File: src/rtl/i2c_pkg.sv
// Shared types and constants for the burst-write I2C master.
package i2c_pkg;

    typedef enum logic [2:0] {
        StIdle,
        StStart,
        StAddr,
        StAddrAck,
        StData,
        StDataAck,
        StStop
    } state_e;

    localparam logic [1:0] Q0 = 2'd0;
    localparam logic [1:0] Q1 = 2'd1;
    localparam logic [1:0] Q2 = 2'd2;
    localparam logic [1:0] Q3 = 2'd3;

    localparam logic RW_WRITE = 1'b0;

endpackage

File: src/rtl/i2c_quarter_tick.sv
// SCL quarter-period timer: ticks every CLK_DIV cycles, advancing a 2-bit phase.
// While frozen (slave stretching SCL) the quarter restarts from zero.
module i2c_quarter_tick #(
    parameter int unsigned CLK_DIV = 4
) (
    input  logic       clk_i,
    input  logic       rst_i,
    input  logic       en_i,
    input  logic       clr_i,
    input  logic       freeze_i,
    output logic       tick_o,
    output logic [1:0] phase_o
);

    localparam int unsigned CW = (CLK_DIV > 1) ? $clog2(CLK_DIV) : 1;

    logic [CW-1:0] cnt_q, cnt_d;
    logic [1:0]    phase_q, phase_d;

    always_comb begin
        cnt_d   = cnt_q;
        phase_d = phase_q;
        tick_o  = en_i && !freeze_i && (cnt_q == CW'(CLK_DIV - 1));
        if (!en_i || clr_i) begin
            cnt_d   = '0;
            phase_d = '0;
        end else if (freeze_i) begin
            cnt_d = '0;
        end else if (tick_o) begin
            cnt_d   = '0;
            phase_d = phase_q + 2'd1;
        end else begin
            cnt_d = cnt_q + 1'b1;
        end
    end

    always_ff @(posedge clk_i or posedge rst_i) begin
        if (rst_i) begin
            cnt_q   <= '0;
            phase_q <= '0;
        end else begin
            cnt_q   <= cnt_d;
            phase_q <= phase_d;
        end
    end

    assign phase_o = phase_q;

endmodule

File: src/rtl/i2c_master_burst_write.sv
// Open-drain I2C master that writes an address byte followed by up to MAX_BYTES data bytes,
// fetching each data byte on demand via data_req.
module i2c_master_burst_write
    import i2c_pkg::*;
#(
    parameter int unsigned  CLK_DIV   = 4,
    parameter int unsigned  MAX_BYTES = 16,
    localparam int unsigned NW        = $clog2(MAX_BYTES + 1)
) (
    input  logic          clk,
    input  logic          rst,
    input  logic          start,
    input  logic [6:0]    slave_addr,
    input  logic [NW-1:0] num_bytes,
    input  logic [7:0]    data_in,
    output logic          data_req,
    output logic          busy,
    output logic          done,
    output logic          ack_error,
    output logic          scl_oe,
    input  logic          scl_in,
    output logic          sda_oe,
    input  logic          sda_in
);

    state_e        state_q, state_d;
    logic [7:0]    shift_q, shift_d;
    logic [2:0]    bit_q, bit_d;
    logic [NW-1:0] rem_q, rem_d;
    logic          nack_q, nack_d;
    logic          smp_q, smp_d;
    logic          ack_err_q, ack_err_d;
    logic          busy_q, busy_d;
    logic          done_q, done_d;

    logic       tick, clr, freeze, scl_low;
    logic [1:0] phase;

    assign freeze = (state_q != StIdle) && !scl_oe && !scl_in;

    i2c_quarter_tick #(
        .CLK_DIV (CLK_DIV)
    ) u_tick (
        .clk_i    (clk),
        .rst_i    (rst),
        .en_i     (state_q != StIdle),
        .clr_i    (clr),
        .freeze_i (freeze),
        .tick_o   (tick),
        .phase_o  (phase)
    );

    // Line drivers depend only on registered state so the stretch path has no loop.
    assign scl_low = (phase == Q0) || (phase == Q1);

    always_comb begin
        scl_oe = 1'b0;
        sda_oe = 1'b0;
        case (state_q)
            StStart: sda_oe = 1'b1;
            StAddr, StData: begin
                scl_oe = scl_low;
                sda_oe = ~shift_q[7];
            end
            StAddrAck, StDataAck: scl_oe = scl_low;
            StStop: begin
                scl_oe = scl_low;
                sda_oe = (phase != Q3);
            end
            default: ;
        endcase
    end

    always_comb begin
        state_d   = state_q;
        shift_d   = shift_q;
        bit_d     = bit_q;
        rem_d     = rem_q;
        nack_d    = nack_q;
        smp_d     = 1'b0;
        ack_err_d = ack_err_q;
        done_d    = 1'b0;
        clr       = 1'b0;
        data_req  = 1'b0;
        case (state_q)
            StIdle: begin
                if (start) begin
                    shift_d   = {slave_addr, RW_WRITE};
                    rem_d     = (num_bytes > NW'(MAX_BYTES)) ? NW'(MAX_BYTES) : num_bytes;
                    bit_d     = '0;
                    nack_d    = 1'b0;
                    ack_err_d = 1'b0;
                    state_d   = StStart;
                end
            end
            StStart: begin
                if (tick && phase == Q1) begin
                    clr     = 1'b1;
                    state_d = StAddr;
                end
            end
            StAddr, StData: begin
                if (tick && phase == Q3) begin
                    if (bit_q == 3'd7) begin
                        bit_d   = '0;
                        state_d = (state_q == StAddr) ? StAddrAck : StDataAck;
                    end else begin
                        bit_d   = bit_q + 3'd1;
                        shift_d = {shift_q[6:0], 1'b0};
                    end
                end
            end
            StAddrAck, StDataAck: begin
                smp_d = tick && (phase == Q2);
                // First cycle of q3: ACK decides both the count and whether to fetch a byte.
                if (smp_q) begin
                    nack_d = sda_in;
                    if (sda_in) begin
                        ack_err_d = 1'b1;
                    end else if (state_q == StAddrAck) begin
                        if (rem_q != '0) begin
                            data_req = 1'b1;
                            shift_d  = data_in;
                        end
                    end else begin
                        rem_d = rem_q - 1'b1;
                        if (rem_q > NW'(1)) begin
                            data_req = 1'b1;
                            shift_d  = data_in;
                        end
                    end
                end
                if (tick && phase == Q3) begin
                    state_d = (nack_q || rem_q == '0) ? StStop : StData;
                end
            end
            StStop: begin
                if (tick && phase == Q3) begin
                    done_d  = 1'b1;
                    state_d = StIdle;
                end
            end
            default: state_d = StIdle;
        endcase
        busy_d = (state_d != StIdle);
    end

    always_ff @(posedge clk or posedge rst) begin
        if (rst) begin
            state_q   <= StIdle;
            shift_q   <= '0;
            bit_q     <= '0;
            rem_q     <= '0;
            nack_q    <= 1'b0;
            smp_q     <= 1'b0;
            ack_err_q <= 1'b0;
            busy_q    <= 1'b0;
            done_q    <= 1'b0;
        end else begin
            state_q   <= state_d;
            shift_q   <= shift_d;
            bit_q     <= bit_d;
            rem_q     <= rem_d;
            nack_q    <= nack_d;
            smp_q     <= smp_d;
            ack_err_q <= ack_err_d;
            busy_q    <= busy_d;
            done_q    <= done_d;
        end
    end

    assign busy      = busy_q;
    assign done      = done_q;
    assign ack_error = ack_err_q;

endmodule

File: config.mk
export PLATFORM = sky130hd
export DESIGN_NAME = i2c_master_burst_write
export DESIGN_NICKNAME = d
export VERILOG_FILES = /design/src/rtl/i2c_pkg.sv /design/src/rtl/i2c_quarter_tick.sv /design/src/rtl/i2c_master_burst_write.sv
export SDC_FILE = /design/constraint.sdc
export NUM_CORES = 1
export LEC_CHECK = 0
export ABC_AREA = 0
export BUFFER_PORTS_ARGS = -buffer_cell sky130_fd_sc_hd__buf_2
export CAP_MARGIN = 20
export CORE_ASPECT_RATIO = 1.75
export CORE_MARGIN = 4
export CORE_UTILIZATION = 48
export DETAILED_ROUTE_END_ITERATION = 7
export GPL_ROUTABILITY_DRIVEN = 0
export PLACE_DENSITY = 0.7
export SYNTH_ARGS = -nofsm -noshare
export SYNTH_HDL_FRONTEND = slang
export SYNTH_HIERARCHICAL = 1
export SYNTH_SLANG_ARGS = --single-unit
File: constraint.sdc
create_clock -name clk -period 3.3 [get_ports clk]
set_clock_uncertainty 0.15 [all_clocks]
set_input_delay 0.33 -clock clk [delete_from_list [all_inputs] [get_ports clk]]
set_output_delay 0.33 -clock clk [all_outputs]
set_load 0.005 [all_outputs]
=== Word level (Yosys, flattened, before mapping) ===
Cells that the tools add are included.
W data, S select, Z words.

* Output and inout port bits: 6
* Register bits after elaboration: 28
* Input bits: 25
* Logic and storage cells: 126

* Add/sub/neg operators: 4
* Reduce and logical (&&, ||, !) cells: 33
* $lt $le $gt $ge: 2
* Muxes and demuxes: 53
* Bitwise operators: 1
* Equal/unequal tests: 22

{| class="wikitable"
|+ Operators with widths
! operator !! count
|-
| $mux W8 || 8
|-
| $mux W3 || 10
|-
| $mux W5 || 5
|-
| $pmux W8 S3 || 1
|-
| $ne A2 B2 Y1 const B || 9
|-
| $mux W1 || 16
|-
| $pmux W3 S5 || 1
|-
| $mux W2 || 7
|-
| $eq A3 B3 Y1 const B || 4
|-
| $pmux W5 S2 || 1
|-
| $reduce_bool A3 Y1 || 3
|-
| $reduce_and A8 Y1 || 1
|-
| $logic_and A1 B1 Y1 || 7
|-
| $eq A2 B2 Y1 const B || 3
|-
| $eq A3 B2 Y1 const B || 2
|-
| $ne A3 B3 Y1 const B || 2
|-
| $pmux W3 S2 || 1
|-
| $reduce_and A3 Y1 || 2
|-
| $reduce_bool A2 Y1 || 3
|-
| $gt A5 B1 Y1 const B || 1
|-
| $gt A5 B5 Y1 const B || 1
|-
| $logic_not A5 Y1 || 1
|-
| $reduce_and A5 Y1 || 1
|-
| $reduce_bool A5 Y1 || 1
|-
| 16 further kinds || 24
|}

=== Depth between registers and ports, before layout ===
* Depth after elaboration: 15
* Depth in mapped cells: 11
* Mapped depth without buffers: 8

=== Modules after synthesis ===
The synthesis kept the hierarchy.

{| class="wikitable"
|+ Modules (own cells, without submodules)
! module !! cells each !! area an instance (um2) !! times used !! seq. area each (um2)
|-
| i2c_master_burst_write || 179 || 1669.1 || 1 || 600.6
|-
| i2c_quarter_tick || 16 || 192.7 || 1 || 100.1
|}

=== Worst setup path before layout ===
No wires, ideal clock.

* Path type: register to register
* Start point: reg state_q[0]
* End point: reg busy_q (netlist: busy)
* Library setup time: 0.131 ns
* Cell stages (with the launch flop): 11
* Slack: 0.544 ns
* Path buffers: 4
* Arrival time: 2.475 ns
* Required time: 3.019 ns
* Period minus slack after synthesis: 2.756 ns
* Path through: dfrtp_1 -> buf_6 -> buf_2 -> buf_2 -> a211oi_1 -> nor3_1 -> and3b_2 -> and3_1 -> buf_2 -> a32o_1 -> or3_1

* Word-level cells in the longest chain between the ends: 13
* Elaborated cells on any way between the ends: 29
* Classes of those cells: eq/ne (6); mux (9); reduce/logical (14)

{| class="wikitable"
|+ Ends and longest elaborated chain
! what !! RTL line !! text
|-
| start: declaration || i2c_master_burst_write.sv:26 || <nowiki>state_e state_q, state_d;</nowiki>
|-
| start signal: assignment || i2c_master_burst_write.sv:150 || <nowiki>state_q <= StIdle;</nowiki>
|-
| start signal: assignment || i2c_master_burst_write.sv:160 || <nowiki>state_q <= state_d;</nowiki>
|-
| $eq A3 B2 Y1 or $eq A3 B3 Y1 (tied branches) || i2c_master_burst_write.sv:59 || <nowiki>case (state_q)</nowiki>
|-
| $reduce_or A5 Y1 (no source line) (*) || -- ||
|-
| $mux W1 (*) || i2c_master_burst_write.sv:59 ||
|-
| via scl_oe || i2c_master_burst_write.sv:20 || <nowiki>output logic scl_oe,</nowiki>
|-
| $logic_not A1 Y1 (*) || i2c_master_burst_write.sv:39 || <nowiki>assign freeze = (state_q != StIdle) && !scl_oe && !scl_in;</nowiki>
|-
| $logic_and A1 B1 Y1 (*) (2 in a row) || i2c_master_burst_write.sv:39 ||
|-
| via freeze || i2c_master_burst_write.sv:36 || <nowiki>logic tick, clr, freeze, scl_low;</nowiki>
|-
| $logic_not A1 Y1 (*) || i2c_quarter_tick.sv:23 || <nowiki>tick_o = en_i && !freeze_i && (cnt_q == CW'(CLK_DIV - 1));</nowiki>
|-
| $logic_and A1 B1 Y1 (*) (2 in a row) || i2c_quarter_tick.sv:23 ||
|-
| via tick || i2c_master_burst_write.sv:36 ||
|-
| $logic_and A1 B1 Y1, on equally long branches || -- ||
|-
| $mux W3, on equally long branches || -- ||
|-
| $pmux W3 S5 (*) || i2c_master_burst_write.sv:85 || <nowiki>case (state_q)</nowiki>
|-
| via state_d[2] || i2c_master_burst_write.sv:26 ||
|-
| $reduce_bool A3 Y1 (*) || i2c_master_burst_write.sv:145 || <nowiki>busy_d = (state_d != StIdle);</nowiki>
|-
| via busy_d || i2c_master_burst_write.sv:33 || <nowiki>logic busy_q, busy_d;</nowiki>
|-
| end signal: assignment || i2c_master_burst_write.sv:167 || <nowiki>busy_q <= busy_d;</nowiki>
|-
| end: declaration || i2c_master_burst_write.sv:33 ||
|}

Mark *: on every way through the listed nets, which the timed path passes. The rest lies on a longest branch.
A chain may end at the register's enable or synchronous reset.

=== Worst setup path in the final report ===
* Start point: reg state_q[1]
* End point: reg busy_q (netlist: busy)

* Word-level cells in the longest chain between the ends: 13
* Elaborated cells on any way between the ends: 29
* Classes of those cells: eq/ne (6); mux (9); reduce/logical (14)

{| class="wikitable"
|+ Ends and longest elaborated chain
! what !! RTL line
|-
| $eq A3 B2 Y1 or $eq A3 B3 Y1 (tied branches) || i2c_master_burst_write.sv:59
|-
| $reduce_or A5 Y1 (no source line) || --
|-
| $mux W1 || i2c_master_burst_write.sv:59
|-
| $logic_not A1 Y1 || i2c_master_burst_write.sv:39
|-
| $logic_and A1 B1 Y1 (*) (2 in a row) || i2c_master_burst_write.sv:39
|-
| via freeze || i2c_master_burst_write.sv:36
|-
| $logic_not A1 Y1 (*) || i2c_quarter_tick.sv:23
|-
| $logic_and A1 B1 Y1 (*) (2 in a row) || i2c_quarter_tick.sv:23
|-
| via tick || i2c_master_burst_write.sv:36
|-
| $logic_and A1 B1 Y1, on equally long branches || --
|-
| $mux W3, on equally long branches || --
|-
| $pmux W3 S5 (*) || i2c_master_burst_write.sv:85
|-
| via state_d[2] || i2c_master_burst_write.sv:26
|-
| $reduce_bool A3 Y1 (*) || i2c_master_burst_write.sv:145
|-
| via busy_d || i2c_master_burst_write.sv:33
|}

Marks and branches as above.

==> flow_summary.yaml <==
die:
  coreArea_mm2: 0.00370
  die_w_um: 55.1
  ios: 31
  die-area_mm2: 0.00498
  floorplan.rows: 29
  die_h_um: 90.4
  start_util_pct: 50.3
worst_setup_path:
  required_ps: 3320
  timing.critical_path.buf_inv: 0
  cp.arrival_ps: 2870
  path_delay_family: "simple AND/OR/NAND/NOR gates"
  worst_setup_path_end_kind: "flip-flop"
  crit_type: "reg -> reg"
  critPathMaxFanout: 14
  path_cells: "and2_2 -> a211oi_1 -> nor3_1 -> and3b_2 -> and3_1 -> o21ai_1 -> a32o_1 -> or3_1"
  critPathMaxStageDelay_ps: 570
  critPathLaunchType: "flip-flop"
  cpMaxStageDelayCell: "dfrtp_1"
synth:
  yosys.area.top_type_share_pct: 37.6
  ys_ff_latch: 28
  syn_inst: 195
  ys.flop_type: "dfrtp_1"
  ys_types: 52
  synth_edf_count: 0
  synth_nets: 227
  syn_area_per_cell_um2: 9.55
  synth_area_leaders: "dfrtp_1 38%, mux2i_1 8.6%, ha_1 4.7%, inv_1 3.4%, nand2_1 3.4%"
  synth-async-reset-ratio_pct: 100
  synth_area_mm2: 0.00186
  yosys_warnings: 6
  synth_area_leader_cell: "dfrtp_1"
  seq_area_frac_synth_pct: 37.6
power_and_ir_drop:
  clockPowerShare_pct: 18.1
  p_sw_share_pct: 40.1
  comb_power_share_pct: 42.5
  power.density_mw_per_mm2: 706
  power.leakage_nw: 1.07
  internal_power_uw: 902
  pwr-share-seq_pct: 39.4
  switchingPower_uw: 603
  vdd_drop_max_mv: 0.314
clock_tree:
  numCtsBuffers: 3
  postCtsSetupRepairBufs: 0
  clock-sinks: 28
  path_clk_slew_ps: 100
  cts_tree: "yes"
  cts_max_level: 1
  clkLatencyLatePin_ps: 280
  cts_hold_buf: 1
  cts_root_buffer: "clkbuf_8"
  clockBufferDepth: 2
  cts_resized: 0
cells_and_area:
  n_fill_cell: 365
  final_cell_mix: "30 x buf_2, 28 x dfrtp_1, 17 x inv_1, 17 x nand2_1, 16 x mux2i_1"
  fin_nets: 257
  stdcell_area_mm2: 0.00213
  area_delta_synth_final_pct: 14.4
  drive_gt1_share_pct: 22.8
  n_antenna_cell: 0
  final_common_cell: "buf_2"
route:
  drtIter0Drc: 28
  via_per_inst: 5.63
  wirelength_um: 4010
  drc: 0
  detail-route-antenna-nets: 0
  wl_per_cell_um: 14.9
  dr.pass1.iters: 4
  via_count: 1520
timing:
  finalCritPeriodShare_pct: 86.6
  drv_slew: 0
  hold_viol: 0
  tightest_slew_ps: 836
  rsz0062_at_grt: "false"
  fmax_mhz: 350
  finalSetupViolations: 0
  tns_ps: 0
  slew_headroom_pct: 44.0
  post-route-min-period_ps: 2860
grt:
  antenna_found_initial: 0
  grt_usage_pct: 18.3
  grt_pass1_wl_um: 7020
  globalRouteOverflowTotal: 0
  grt_pass1_vias: 1580
  grt_max_degree: 25
place:
  place.detailed.hpwl_um: 2990
  placed_area_mm2: 0.00202
  port_buffers: 30
min_path:
  min_path_type: "in -> reg"
job:
  max_cap_viol_count: 0
run_status:
  status: "finished clean"
worst register-to-register path, delay by kind of cell (launching register included):
family / cells / cell delay [ps]
AOI/OAI and AO/OA: 3 / 610
DFF: 1 / 570
and+or+nand+nor: 5 / 1420
cell usage after synthesis (all sizes together), types with 4 or more instances:
cell type	n
buf	8
nor3	6
nand3	4
dfrtp	28
mux2i	16
nand2	18
a21oi	10
nor2	14
ha	7
o21ai	12
nand2b	5
inv	17
final timing paths:
check                                     start               to  slack (ps)  depth (start not counted)
worst max-delay path                 state_q[1]             busy         440                          8
worst min-delay path                 data_in[0]       shift_q[0]         140                          3
worst max register to register       state_q[1]             busy         440                          8
worst min register to register  u_tick/cnt_q[0]  u_tick/cnt_q[0]         310                          1
max in group asynchronous                   rst         bit_q[0]        2160                          4
min in group asynchronous                   rst  u_tick/cnt_q[0]         330                          3
registers in the layout (all words and copies together), names as in the netlist:
register / flops
shift_q: 8
rem_q: 5
bit_q: 3
state_q: 3
u_tick/cnt_q: 2
u_tick/phase_o: 2
ack_error: 1
busy: 1
done: 1
nack_q: 1
smp_q: 1
final cells by class:
type	count	area [um^2]	area share (%)
Clock inverter	1	30.0	1.41
Sequential cell	28	701	32.9
Timing Repair Buffer	34	203	9.51
Clock buffer	3	41.3	1.94
Inverter	17	63.8	2.99
Multi-Input combinational cell	141	1030	48.6
Tap cell	46	57.6	2.70
through the flow:
step / power (mW) / setup slack [ps] / instances / hold slack, ps / util, %
2_1_floorplan: 1.09 / 544 / 195 / -53.9 / -
3_3_place_gp: 1.22 / 515 / 264 / 71.5 / 54.6
3_5_place_dp: 1.23 / 470 / 264 / 88.4 / 54.6
4_1_cts: 1.51 / 447 / 269 / 146 / 56.8
5_1_grt: 1.64 / 188 / 270 / 154 / 57.6
6_report: 1.50 / 442 / 270 / 145 / 57.6
logic make-up (layout without fill, tap and decap cells):
family	after synthesis	count (layout)	synth area share, %
flops	28	28	37.6
buf+inv	26	55	6.79
fa+ha+maj	7	7	4.70
simple gates	70	70	21.5
xor+xnor	5	5	2.76
compound gates	42	42	17.4
mux	17	17	9.21
layer usage:
| layer | routed length [um] | track usage (%) |
|---|---|---|
| met5 | 0 | 0 |
| met4 | 137 | 7.71 |
| met3 | 139 | 2.31 |
| met2 | 2070 | 30.2 |
| met1 | 1660 | 22.9 |
power groups by stage:
stage / registers, mW / clock network [mW] / logic [mW]
after floorplan: 0.540 / 0 / 0.548
after global placement: 0.595 / 0 / 0.625
after detailed placement: 0.596 / 0 / 0.639
after CTS: 0.592 / 0.278 / 0.643
after global routing: 0.610 / 0.298 / 0.731
final: 0.593 / 0.272 / 0.640
Note: power is estimated with default switching activity, not from simulation.
